File: config.mk
export PLATFORM = sky130hd
export DESIGN_NAME = acl_tilt_filter
export DESIGN_NICKNAME = d
export VERILOG_FILES = /design/src/rtl/acl_tilt_filter.sv
export SDC_FILE = /design/constraint.sdc
export NUM_CORES = 1
export LEC_CHECK = 0
export CAP_MARGIN = 20
export CORE_ASPECT_RATIO = 0.6
export CORE_MARGIN = 2
export CORE_UTILIZATION = 45
export DETAILED_ROUTE_END_ITERATION = 8
export PLACE_DENSITY = 0.66
export SLEW_MARGIN = 20
export SYNTH_ARGS = -nofsm -noshare
export SYNTH_HDL_FRONTEND = slang
export SYNTH_SLANG_ARGS = --single-unit
File: constraint.sdc
create_clock -name clk -period 4.4 [get_ports clk]
set_input_delay 0.44 -clock clk [delete_from_list [all_inputs] [get_ports clk]]
set_output_delay 0.44 -clock clk [all_outputs]
set_load 0.05 [all_outputs]
File: src/rtl/acl_tilt_filter.sv
// Accelerometer X-axis tilt filter: windowed average of signed 5-bit samples,
// hysteretic CENTER/LEFT/RIGHT classification and a no-sample staleness timeout.
module acl_tilt_filter #(
    parameter int AVG_LOG2   = 2,
    parameter int ON_THRESH  = 3,
    parameter int OFF_THRESH = 1,
    parameter int TIMEOUT    = 4000000
) (
    input  logic              clk,
    input  logic              rst_n,
    input  logic [14:0]       acl_data,
    input  logic              sample_valid,
    output logic              tilt_left,
    output logic              tilt_right,
    output logic [3:0]        tilt_intensity,
    output logic signed [4:0] x_avg,
    output logic              avg_valid,
    output logic              stale
);

    localparam int ACC_W  = 5 + AVG_LOG2;
    localparam int CNT_W  = AVG_LOG2 + 1;
    localparam int IDLE_W = $clog2(TIMEOUT + 1);

    localparam logic [CNT_W-1:0]  CNT_LAST  = CNT_W'((1 << AVG_LOG2) - 1);
    localparam logic [IDLE_W-1:0] IDLE_LAST = IDLE_W'(TIMEOUT - 1);
    localparam logic [IDLE_W-1:0] IDLE_MAX  = IDLE_W'(TIMEOUT);

    typedef enum logic [1:0] {
        CENTER = 2'd0,
        LEFT   = 2'd1,
        RIGHT  = 2'd2
    } state_t;

    state_t                    r_state;
    state_t                    w_state_next;
    logic signed [ACC_W-1:0]   r_acc;
    logic signed [ACC_W-1:0]   r_sum;
    logic [CNT_W-1:0]          r_cnt;
    logic [IDLE_W-1:0]         r_idle;
    logic                      r_eval;

    logic signed [ACC_W-1:0]   w_sample;
    logic signed [ACC_W-1:0]   w_acc_sum;
    logic signed [4:0]         w_avg;
    int                        w_avg_i;
    logic [3:0]                w_mag;
    logic                      w_close;
    logic                      w_timeout;
    logic                      w_unused_acl;

    assign w_unused_acl = ^{acl_data[14:10], acl_data[4:0]};

    assign w_sample  = ACC_W'(signed'(acl_data[9:5]));
    assign w_acc_sum = r_acc + w_sample;
    assign w_close   = sample_valid && (r_cnt == CNT_LAST);
    // Timeout fires on the edge where the idle count would reach TIMEOUT.
    assign w_timeout = !sample_valid && (r_idle == IDLE_LAST);

    assign w_avg   = 5'(r_sum >>> AVG_LOG2);
    assign w_avg_i = int'(w_avg);
    assign w_mag   = (w_avg == 5'sb10000) ? 4'd15 :
                     w_avg[4]             ? 4'(-w_avg) : 4'(w_avg);

    // NOTE: sequential state uses non-blocking assignments so every register
    // samples the pre-edge value of its neighbours.
    always_ff @(posedge clk or negedge rst_n) begin
        if (!rst_n) begin
            r_acc  <= '0;
            r_cnt  <= '0;
            r_sum  <= '0;
            r_eval <= 1'b0;
            r_idle <= '0;
        end else begin
            r_eval <= w_close;
            if (sample_valid) begin
                r_idle <= '0;
            end else if (r_idle != IDLE_MAX) begin
                r_idle <= r_idle + IDLE_W'(1);
            end
            if (w_timeout) begin
                r_acc <= '0;
                r_cnt <= '0;
            end else if (sample_valid) begin
                if (w_close) begin
                    r_acc <= '0;
                    r_cnt <= '0;
                    r_sum <= w_acc_sum;
                end else begin
                    r_acc <= w_acc_sum;
                    r_cnt <= r_cnt + CNT_W'(1);
                end
            end
        end
    end

    always_ff @(posedge clk or negedge rst_n) begin
        if (!rst_n) begin
            r_state <= CENTER;
        end else begin
            r_state <= w_state_next;
        end
    end

    // NOTE: the default assignment first keeps this block free of latches.
    always_comb begin
        w_state_next = r_state;
        if (w_timeout) begin
            w_state_next = CENTER;
        end else if (r_eval) begin
            case (r_state)
                CENTER: begin
                    if (w_avg_i >= ON_THRESH)       w_state_next = LEFT;
                    else if (w_avg_i <= -ON_THRESH) w_state_next = RIGHT;
                end
                LEFT: begin
                    if (w_avg_i <= -ON_THRESH)      w_state_next = RIGHT;
                    else if (w_avg_i < OFF_THRESH)  w_state_next = CENTER;
                end
                RIGHT: begin
                    if (w_avg_i >= ON_THRESH)       w_state_next = LEFT;
                    else if (w_avg_i > -OFF_THRESH) w_state_next = CENTER;
                end
                default: w_state_next = CENTER;
            endcase
        end
    end

    always_ff @(posedge clk or negedge rst_n) begin
        if (!rst_n) begin
            tilt_left      <= 1'b0;
            tilt_right     <= 1'b0;
            tilt_intensity <= '0;
            x_avg          <= '0;
            avg_valid      <= 1'b0;
            stale          <= 1'b1;
        end else begin
            avg_valid <= 1'b0;
            if (w_timeout) begin
                tilt_left      <= 1'b0;
                tilt_right     <= 1'b0;
                tilt_intensity <= '0;
                x_avg          <= '0;
                stale          <= 1'b1;
            end else begin
                if (sample_valid) begin
                    stale <= 1'b0;
                end
                if (r_eval) begin
                    x_avg          <= w_avg;
                    tilt_left      <= (w_state_next == LEFT);
                    tilt_right     <= (w_state_next == RIGHT);
                    tilt_intensity <= (w_state_next == CENTER) ? 4'd0 : w_mag;
                    avg_valid      <= 1'b1;
                end
            end
        end
    end

endmodule

==> impl_metrics.env, run 1 <==
export IMPL_coreArea_mm2=0.00614
export IMPL_antenna_found_initial=0
export IMPL_layout_cells_non_filler=404
export IMPL_dpl_cell_count=396
export IMPL_clk_pin_slew_ns=0.10
export IMPL_finalSetupTns_ns=0
export IMPL_total_power_uw=1770
export IMPL_grt_use_total_pct=19.4
export IMPL_cts_tree="done"
export IMPL_cp_end_kind="flop"
export IMPL_slew_headroom_pct=55.0
export IMPL_hold_path_class="primary input to asynchronous set/reset pin"
export IMPL_die_area_mm2=0.00707
export IMPL_multi_input_area_mm2=0.00144
export IMPL_rsz0062_at_grt="no"
export IMPL_powerDensity_mw_per_mm2=546
export IMPL_fin_util_pct=52.9
export IMPL_cts_root_buf="clkbuf_8"
export IMPL_required_ns=4.60
export IMPL_start_util_pct=46.8
export IMPL_synth_xor_area_share_pct=4.87
export IMPL_ys_types=51
export IMPL_cts_path_max_buffers=2
export IMPL_grt_pass1_wl_um=10700
export IMPL_ys_async_sr_fraction_pct=100
export IMPL_detail_route_wirelength_um=5850
export IMPL_synth_warnings=0
export IMPL_fillerInstances=541
export IMPL_grt_pass1_vias=2177
export IMPL_synth_ff_type="dfrtp_1"
export IMPL_gr_total_overflow=0
export IMPL_max_cap_violations=0
export IMPL_leakage_uw=0.00131
export IMPL_vias=2211
export IMPL_post_cts_buffers=0
export IMPL_synth_fa_ha_area_share_pct=5.92
export IMPL_synth_edf_count=0
export IMPL_routedWlPerCell_um=14.5
export IMPL_hpwl_um=4040
export IMPL_die_w_um=107
export IMPL_cts_sinks=53
export IMPL_syn_num_nets=332
export IMPL_cts_htree_levels=2
export IMPL_place_congestion=0.802
export IMPL_ir_worst_vdd_v=0.000305
export IMPL_insertion_delay_ns=0.31
export IMPL_area_growth_pct=13.0
export IMPL_regArea_mm2=0.00133
export IMPL_synth_cells=301
export IMPL_fmax_ghz=0.398
export IMPL_finalCriticalPeriod_ns=2.51
export IMPL_hold_viol=0
export IMPL_synth_mux_area_share_pct=2.48
export IMPL_synth_compound_area_share_pct=15.1
export IMPL_syn_area_mm2=0.00288
export IMPL_drive_gt1_share_pct=6.88
export IMPL_status="completed"
export IMPL_setup_viol=0
export IMPL_finalClockSkew_ns=0.00348
export IMPL_layout_nets=350
export IMPL_worst_slew_pin_slew_ns=0.673
export IMPL_crit_type="primary input to flop"
export IMPL_rows=22
export IMPL_drt_iter0_markers=229
export IMPL_via_per_inst=5.47
export IMPL_first_pass_iters=4
export IMPL_cts_buffers=5
export IMPL_synth_seq_cells=53
export IMPL_detail_route_antenna_nets=0
export IMPL_ios=31
export IMPL_antennaDiodeCount=0
export IMPL_drc=0
export IMPL_avgSynthCellArea_um2=9.55
export IMPL_die_h_um=65.9
export IMPL_worst_ep_arrival_time_ns=2.72
export IMPL_fin_hold_ws_ns=0.241
export IMPL_worst_path_max_fanout=7
export IMPL_min_period_over_period_pct=57.2
export IMPL_finalMaxSlewViolations=0
export IMPL_grt_max_degree=54
export IMPL_hold_buffers=0
export IMPL_cp_start_kind="primary input"
export IMPL_synth_top_family_by_area="simple AND/OR/NAND/NOR gates"
export IMPL_synth_simple_gate_area_share_pct=21.8
export IMPL_io_buffers=20
export IMPL_seq_area_frac_synth_pct=46.2
export IMPL_cts_resized_gates=0
==> where the power goes <==
part           leakage (µW)  internal [µW]  switching, µW
sequential         0.000697            604            132
combinational      0.000563            301            442
clock             0.0000512            128            168
==> final cells by class <==
class,instances,area share (%)
Tap cell,84,3.24
Clock inverter,2,0.424
Inverter,16,1.85
Sequential cell,53,40.9
Timing Repair Buffer,23,6.70
Multi-Input combinational cell,220,44.4
Clock buffer,6,2.54
==> critical path: stages <==
cell and delay, ns:
clkdlybuf4s50_1 0.51, ha_1 0.44, o21ai_0 0.16, or4b_2 0.63
o2111ai_1 0.21, o22ai_1 0.12, a22o_1 0.20
==> through the flow <==
| step | area [µm²] | setup WS [ns] |
|---|---|---|
| floorplan | 2880 | 2.20 |
| global placement | 3150 | 1.66 |
| detailed placement | 3150 | 1.61 |
| CTS | 3250 | 1.92 |
| global route | 3250 | 1.71 |
| finish | 3250 | 1.89 |
==> per-layer routing <==
| metal | share of wire, % | track usage [%] | routed length (µm) | vias to the layer above |
|---|---|---|---|---|
| li1 | - | - | - | 1111 |
| met1 | 54 | 29.9 | 3170 | 1037 |
| met2 | 39 | 28.1 | 2290 | 55 |
| met3 | 5.7 | 3.65 | 336 | 8 |
| met4 | 0.80 | 4.06 | 47 | 0 |
| met5 | 0 | 0 | 0 | - |
==> synth_stat cells (2+ instances only) <==
cell type | count | area, µm²
or4_4 | 2 | 22.5
a21oi_1 | 15 | 75.1
o21ai_0 | 17 | 85.1
nand2_1 | 19 | 71.3
mux2i_1 | 6 | 60.1
a211oi_1 | 3 | 22.5
a22o_1 | 3 | 26.3
o22ai_1 | 3 | 18.8
inv_1 | 16 | 60.1
or4_1 | 2 | 15.0
nand4_1 | 4 | 25.0
o2bb2ai_1 | 7 | 61.3
xnor2_1 | 12 | 105
nand3_1 | 7 | 35.0
or3_1 | 6 | 37.5
nor4_1 | 7 | 43.8
o2111ai_1 | 2 | 17.5
or2_2 | 2 | 12.5
and3_1 | 2 | 12.5
a31oi_1 | 4 | 25.0
clkbuf_1 | 10 | 37.5
a21o_1 | 2 | 15.0
nand3b_1 | 5 | 37.5
nand2b_1 | 7 | 43.8
and2_1 | 2 | 12.5
dfrtp_1 | 52 | 1300
o211ai_1 | 2 | 15.0
nor3b_1 | 3 | 22.5
ha_1 | 12 | 150
nor2_1 | 37 | 139
xor2_1 | 4 | 35.0
nor3_1 | 7 | 35.0
==> cell families (layout without fill, tap and decap cells) <==
family | Yosys count | count (layout)
buf+inv | 28 | 47
mux | 7 | 7
compound gates | 66 | 66
fa+ha+maj | 13 | 13
simple gates | 118 | 118
xor+xnor | 16 | 16
flops | 53 | 53
==> state kept, by name, summed over array words and instances, names as in the netlist <==
| signal | count |
|---|---|
| r_state | 2 |
| tilt_intensity | 4 |
| r_sum | 5 |
| r_acc | 7 |
| tilt_left | 1 |
| stale | 1 |
| r_idle | 22 |
| x_avg | 5 |
| r_eval | 1 |
| avg_valid | 1 |
| tilt_right | 1 |
| r_cnt | 3 |
==> path summary, 6_finish.rpt <==
path	startpoint	endpoint	slack, ns	cells past startpoint
setup reg to reg	r_idle[10]	tilt_intensity[1]	2.00	6
max in group asynchronous	rst_n	r_acc[3]	3.72	2
setup / recovery	acl_data[9]	r_acc[6]	1.89	7
hold / removal	rst_n	tilt_right	0.24	2
min in group clk	tilt_intensity[0]	tilt_intensity[0]	0.50	1
hold reg to reg	tilt_intensity[0]	tilt_intensity[0]	0.50	1
==> placed cells by master, fill, tap and decap left out, types with 3 or more instances in the layout <==
master	instances
xor2_1	4
dfrtp_1	52
buf_4	3
a22o_1	3
o22ai_1	3
nor4_1	7
nand2_1	19
o21ai_0	17
nand3_1	7
a21oi_1	15
nor3b_1	3
nand4_1	4
o2bb2ai_1	7
nand2b_1	7
nand3b_1	5
mux2i_1	6
a31oi_1	4
nor3_1	7
a211oi_1	3
nor2_1	37
ha_1	12
inv_1	16
xnor2_1	12
clkdlybuf4s50_1	19
or3_1	6
clkbuf_8	6
Note: power is estimated with default switching activity, not from simulation.
==> run 2: changes to the inputs <==
PLACE_DENSITY = 0.68   (was 0.66)
clock period = 2.2 ns   (was 4.4 ns; I/O delays follow)
==> run 2 against run 1 <==
The run now ends with negative setup slack left; cell count increased by 7.2%; worst hold slack better by 0.18 ns; first-iteration DRC count fell by 52%; clock skew up 0.0073 ns; die area unchanged; combinational power increased by 130%; highest routed layer unchanged; critical endpoint is now r_acc[5]; total power is 120% higher; setup slack worse by 1.9 ns; register-to-register slack got worse by 2.1 ns.
==> impl_metrics.env, run 2 (synthesized netlist as in run 1, its figures left out) <==
export IMPL_status="complete, but fails checks"
export IMPL_violations="negative setup slack"
export IMPL_crit_type="flop to flop"
export IMPL_via_per_inst=5.38
export IMPL_cts_buffers=5
export IMPL_grt_max_degree=31
export IMPL_antenna_found_initial=0
export IMPL_leakage_uw=0.00148
export IMPL_crit_chain="or4_4 -> or4_4 -> buf_6 -> nor3_4 -> nor2_2 -> a211o_1"
export IMPL_fin_hold_ws_ns=0.419
export IMPL_critPathBufInv=1
export IMPL_layout_cells_non_filler=433
export IMPL_drc=0
export IMPL_top_register="r_idle"
export IMPL_finalCriticalPeriod_ns=2.26
export IMPL_max_cap_violations=0
export IMPL_first_pass_iters=4
export IMPL_grt_pass1_wl_um=10800
export IMPL_antennaDiodeCount=0
export IMPL_detail_route_wirelength_um=6200
export IMPL_pre_cts_slack_ns=-0.224
export IMPL_setup_viol=10
export IMPL_grt_pass1_vias=2204
export IMPL_drive_gt1_share_pct=18.1
export IMPL_rows=22
export IMPL_largest_reg_flops=22
export IMPL_insertion_delay_ns=0.31
export IMPL_die_w_um=107
export IMPL_gr_total_overflow=0
export IMPL_cp_start_kind="flop"
export IMPL_worst_slew_pin_slew_ns=0.560
export IMPL_dpl_cell_count=421
export IMPL_crit_path_frequent_cell="or4_4"
export IMPL_finalClockSkew_ns=0.0107
export IMPL_die_h_um=65.9
export IMPL_crit_slowest_cell="or4_4"
export IMPL_cts_htree_levels=2
export IMPL_total_power_uw=3820
export IMPL_drt_iter0_markers=109
export IMPL_cts_path_max_buffers=2
export IMPL_cts_tree="done"
export IMPL_ios=31
export IMPL_ir_worst_vdd_v=0.000844
export IMPL_coreArea_mm2=0.00614
export IMPL_slowest_delay_ns=0.53
export IMPL_vias=2329
export IMPL_powerDensity_mw_per_mm2=1060
export IMPL_layout_setup_ws_ns=-0.0596
export IMPL_final_cell_mix="dfrtp_1, nor2_1, buf_4, nand2_1, clkdlybuf4s50_1"
export IMPL_place_congestion=0.806
export IMPL_cp_end_kind="flop"
export IMPL_hold_path_class="primary input to asynchronous set/reset pin"
export IMPL_start_util_pct=46.8
export IMPL_die_area_mm2=0.00707
export IMPL_cts_root_buf="clkbuf_8"
export IMPL_hpwl_um=4570
export IMPL_clk_pin_slew_ns=0.10
export IMPL_fmax_ghz=0.443
export IMPL_hold_viol=0
export IMPL_area_growth_pct=25.2
export IMPL_final_common_cell="dfrtp_1"
export IMPL_routedWlPerCell_um=14.3
export IMPL_rsz0062_at_grt="yes"
export IMPL_worst_ep_arrival_time_ns=2.46
export IMPL_crit_family="simple AND/OR/NAND/NOR gates"
export IMPL_fin_util_pct=58.6
export IMPL_worst_path_max_fanout=5
export IMPL_reg_top3="r_idle: 22 flops, r_acc: 7 flops"
export IMPL_cts_sinks=53
export IMPL_min_period_over_period_pct=103
export IMPL_layout_nets=379
export IMPL_detail_route_antenna_nets=0
export IMPL_required_ns=2.40
export IMPL_slew_headroom_pct=62.6
export IMPL_io_buffers=20
export IMPL_finalMaxSlewViolations=0
export IMPL_grt_use_total_pct=19.6
==> run 2: what timing repair did <==
action,4_1_cts,5_1_grt
setup endpoints to repair,6,17
buffers inserted,1,2
pin swaps,6,6
cloned,0,0
hold endpoints to repair,22,0
gates resized for setup,4,14
hold buffers,1,0
==> run 2: metrics by stage <==
step | setup TNS [ns] | area, µm²
after floorplan | 0 | 2880
after global placement | -0.564 | 3360
after detailed placement | -0.733 | 3360
after CTS | -0.636 | 3510
after global routing | -1.32 | 3600
final | -0.347 | 3600
==> run 2: power by group <==
group	internal [µW]	total, µW	switching [µW]
Sequential	1210	1460	255
Combinational	714	1680	966
Clock	341	673	332
==> run 2: layout make-up <==
type	count	area, µm²
Inverter	16	60.1
Sequential cell	53	1330
Clock buffer	5	68.8
Clock inverter	3	46.3
Multi-Input combinational cell	220	1520
Fill cell	540	2540
Tap cell	84	105
Timing Repair Buffer	52	474
==> run 2: layer usage <==
layer  up-vias  track usage, %  routed length [µm]
li1       1172               -                   -
met1      1105            30.7                3450
met5         -               0                   0
met3         5            4.33                 248
met2        47            27.0                2450
met4         0            4.87                  52
==> run 2: worst paths after layout <==
kind	start	to	slack, ns	cells past startpoint
min in group clk	r_acc[4]	r_acc[4]	0.50	1
min reg2reg	r_acc[4]	r_acc[4]	0.50	1
max reg2reg	r_idle[17]	r_acc[5]	-0.06	6
max in group asynchronous	rst_n	r_idle[6]	1.22	3
min	rst_n	x_avg[2]	0.42	2
max	r_idle[17]	r_acc[5]	-0.06	6
==> run 3: changes to the inputs <==
SKIP_CTS_REPAIR_TIMING = 1   (was not set)
==> run 3 against run 2 <==
Via count shrank 1.2%; highest routed layer unchanged; critical path type unchanged; critical path depth down 1; setup slack worse by 0.036 ns; sequential power about the same; the flow still finishes with violations (negative setup slack); sequential cell count did not move; die area did not move; global-route usage is 0.069 points lower.
==> impl_metrics.env, run 3 (synthesized netlist as in run 1, its figures left out) <==
export IMPL_status="complete, but fails checks"
export IMPL_violations="negative setup slack"
export IMPL_grt_max_degree=31
export IMPL_crit_path_frequent_cell="or4_4"
export IMPL_grt_pass1_wl_um=10700
export IMPL_hold_path_class="primary input to asynchronous set/reset pin"
export IMPL_layout_nets=377
export IMPL_final_common_cell="dfrtp_1"
export IMPL_cts_buffers=5
export IMPL_cp_end_kind="flop"
export IMPL_layout_setup_ws_ns=-0.0956
export IMPL_cts_sinks=53
export IMPL_finalCriticalPeriod_ns=2.30
export IMPL_detail_route_antenna_nets=0
export IMPL_min_period_over_period_pct=104
export IMPL_rsz0062_at_grt="yes"
export IMPL_hpwl_um=4570
export IMPL_worst_slew_pin_slew_ns=0.566
export IMPL_finalClockSkew_ns=0.0114
export IMPL_first_pass_iters=4
export IMPL_worst_path_max_fanout=4
export IMPL_powerDensity_mw_per_mm2=1070
export IMPL_antennaDiodeCount=0
export IMPL_leakage_uw=0.00148
export IMPL_start_util_pct=46.8
export IMPL_largest_reg_flops=22
export IMPL_reg_top3="r_idle: 22 flops, r_acc: 7 flops"
export IMPL_cts_path_max_buffers=2
export IMPL_setup_viol=7
export IMPL_fmax_ghz=0.436
export IMPL_finalMaxSlewViolations=0
export IMPL_cts_htree_levels=2
export IMPL_fin_hold_ws_ns=0.421
export IMPL_slew_headroom_pct=62.3
export IMPL_drt_iter0_markers=103
export IMPL_area_growth_pct=24.1
export IMPL_routedWlPerCell_um=14.4
export IMPL_top_register="r_idle"
export IMPL_gr_total_overflow=0
export IMPL_ios=31
export IMPL_grt_use_total_pct=19.5
export IMPL_hold_viol=0
export IMPL_detail_route_wirelength_um=6210
export IMPL_crit_chain="or4b_1 -> or4_4 -> or4_4 -> o211ai_4 -> o2bb2ai_1"
export IMPL_drive_gt1_share_pct=15.6
export IMPL_place_congestion=0.806
export IMPL_io_buffers=20
export IMPL_max_cap_violations=0
export IMPL_die_area_mm2=0.00707
export IMPL_grt_pass1_vias=2180
export IMPL_cts_tree="done"
export IMPL_slowest_delay_ns=0.57
export IMPL_final_cell_mix="dfrtp_1, nor2_1, buf_4, nand2_1, clkdlybuf4s50_1"
export IMPL_via_per_inst=5.34
export IMPL_rows=22
export IMPL_coreArea_mm2=0.00614
export IMPL_insertion_delay_ns=0.31
export IMPL_cts_root_buf="clkbuf_8"
export IMPL_total_power_uw=3830
export IMPL_die_w_um=107
export IMPL_drc=0
export IMPL_antenna_found_initial=0
export IMPL_vias=2302
export IMPL_cp_start_kind="flop"
export IMPL_required_ns=2.40
export IMPL_ir_worst_vdd_v=0.000844
export IMPL_die_h_um=65.9
export IMPL_crit_type="flop to flop"
export IMPL_worst_ep_arrival_time_ns=2.49
export IMPL_clk_pin_slew_ns=0.10
export IMPL_crit_slowest_cell="or4_4"
## run 3: final timing paths
path	endpoint	from	slack, ns	depth (start not counted)
max	tilt_intensity[1]	r_idle[12]	-0.1	5
min	x_avg[2]	rst_n	0.42	2
max reg2reg	tilt_intensity[1]	r_idle[12]	-0.1	5
min reg2reg	tilt_intensity[2]	tilt_intensity[2]	0.50	1
max in group asynchronous	r_idle[7]	rst_n	1.21	3
min in group clk	tilt_intensity[2]	tilt_intensity[2]	0.50	1
## run 3: metrics by stage
step,instances,setup WS (ns),TNS [ns],cell area (µm²),util (%)
3_5_place_dp,421,-0.224,-0.733,3360,54.8
2_1_floorplan,301,0.00358,0,2880,-
3_3_place_gp,421,-0.188,-0.564,3360,54.8
5_1_grt,431,-0.186,-1.67,3570,58.1
4_1_cts,429,-0.111,-0.462,3480,56.7
6_report,431,-0.0956,-0.465,3570,58.1
## run 3: per-layer routing
| metal | GRT usage, % | vias to the layer above | part of all wire (%) | wire, µm |
|---|---|---|---|---|
| met5 | 0 | - | 0 | 0 |
| met4 | 4.87 | 0 | 0.84 | 52 |
| met2 | 26.7 | 57 | 39 | 2410 |
| met3 | 4.33 | 5 | 4.5 | 280 |
| li1 | - | 1168 | - | - |
| met1 | 30.7 | 1072 | 56 | 3470 |
## run 3: final cells by class
type                       count  area [µm²]
clock inverter                 3        46.3
tap                           84         105
clock buffer                   5        68.8
inverter                      16        60.1
timing repair buffer          50         455
sequential                    53        1330
multi-input combinational    220        1500
fill                         549        2570
## run 3: power breakdown
| part | switching [µW] | total (µW) | leakage [µW] | internal [µW] |
|---|---|---|---|---|
| clock network | 336 | 677 | 0.0000543 | 341 |
| registers | 254 | 1460 | 0.000697 | 1210 |
| logic | 967 | 1690 | 0.000727 | 719 |
## run 3: worst max-delay path: cells and delay by family (launching register included)
kind	cells	cell delay [ns]
DFF	1	0.42
and+or+nand+nor	3	1.53
AOI/OAI and AO/OA	2	0.23
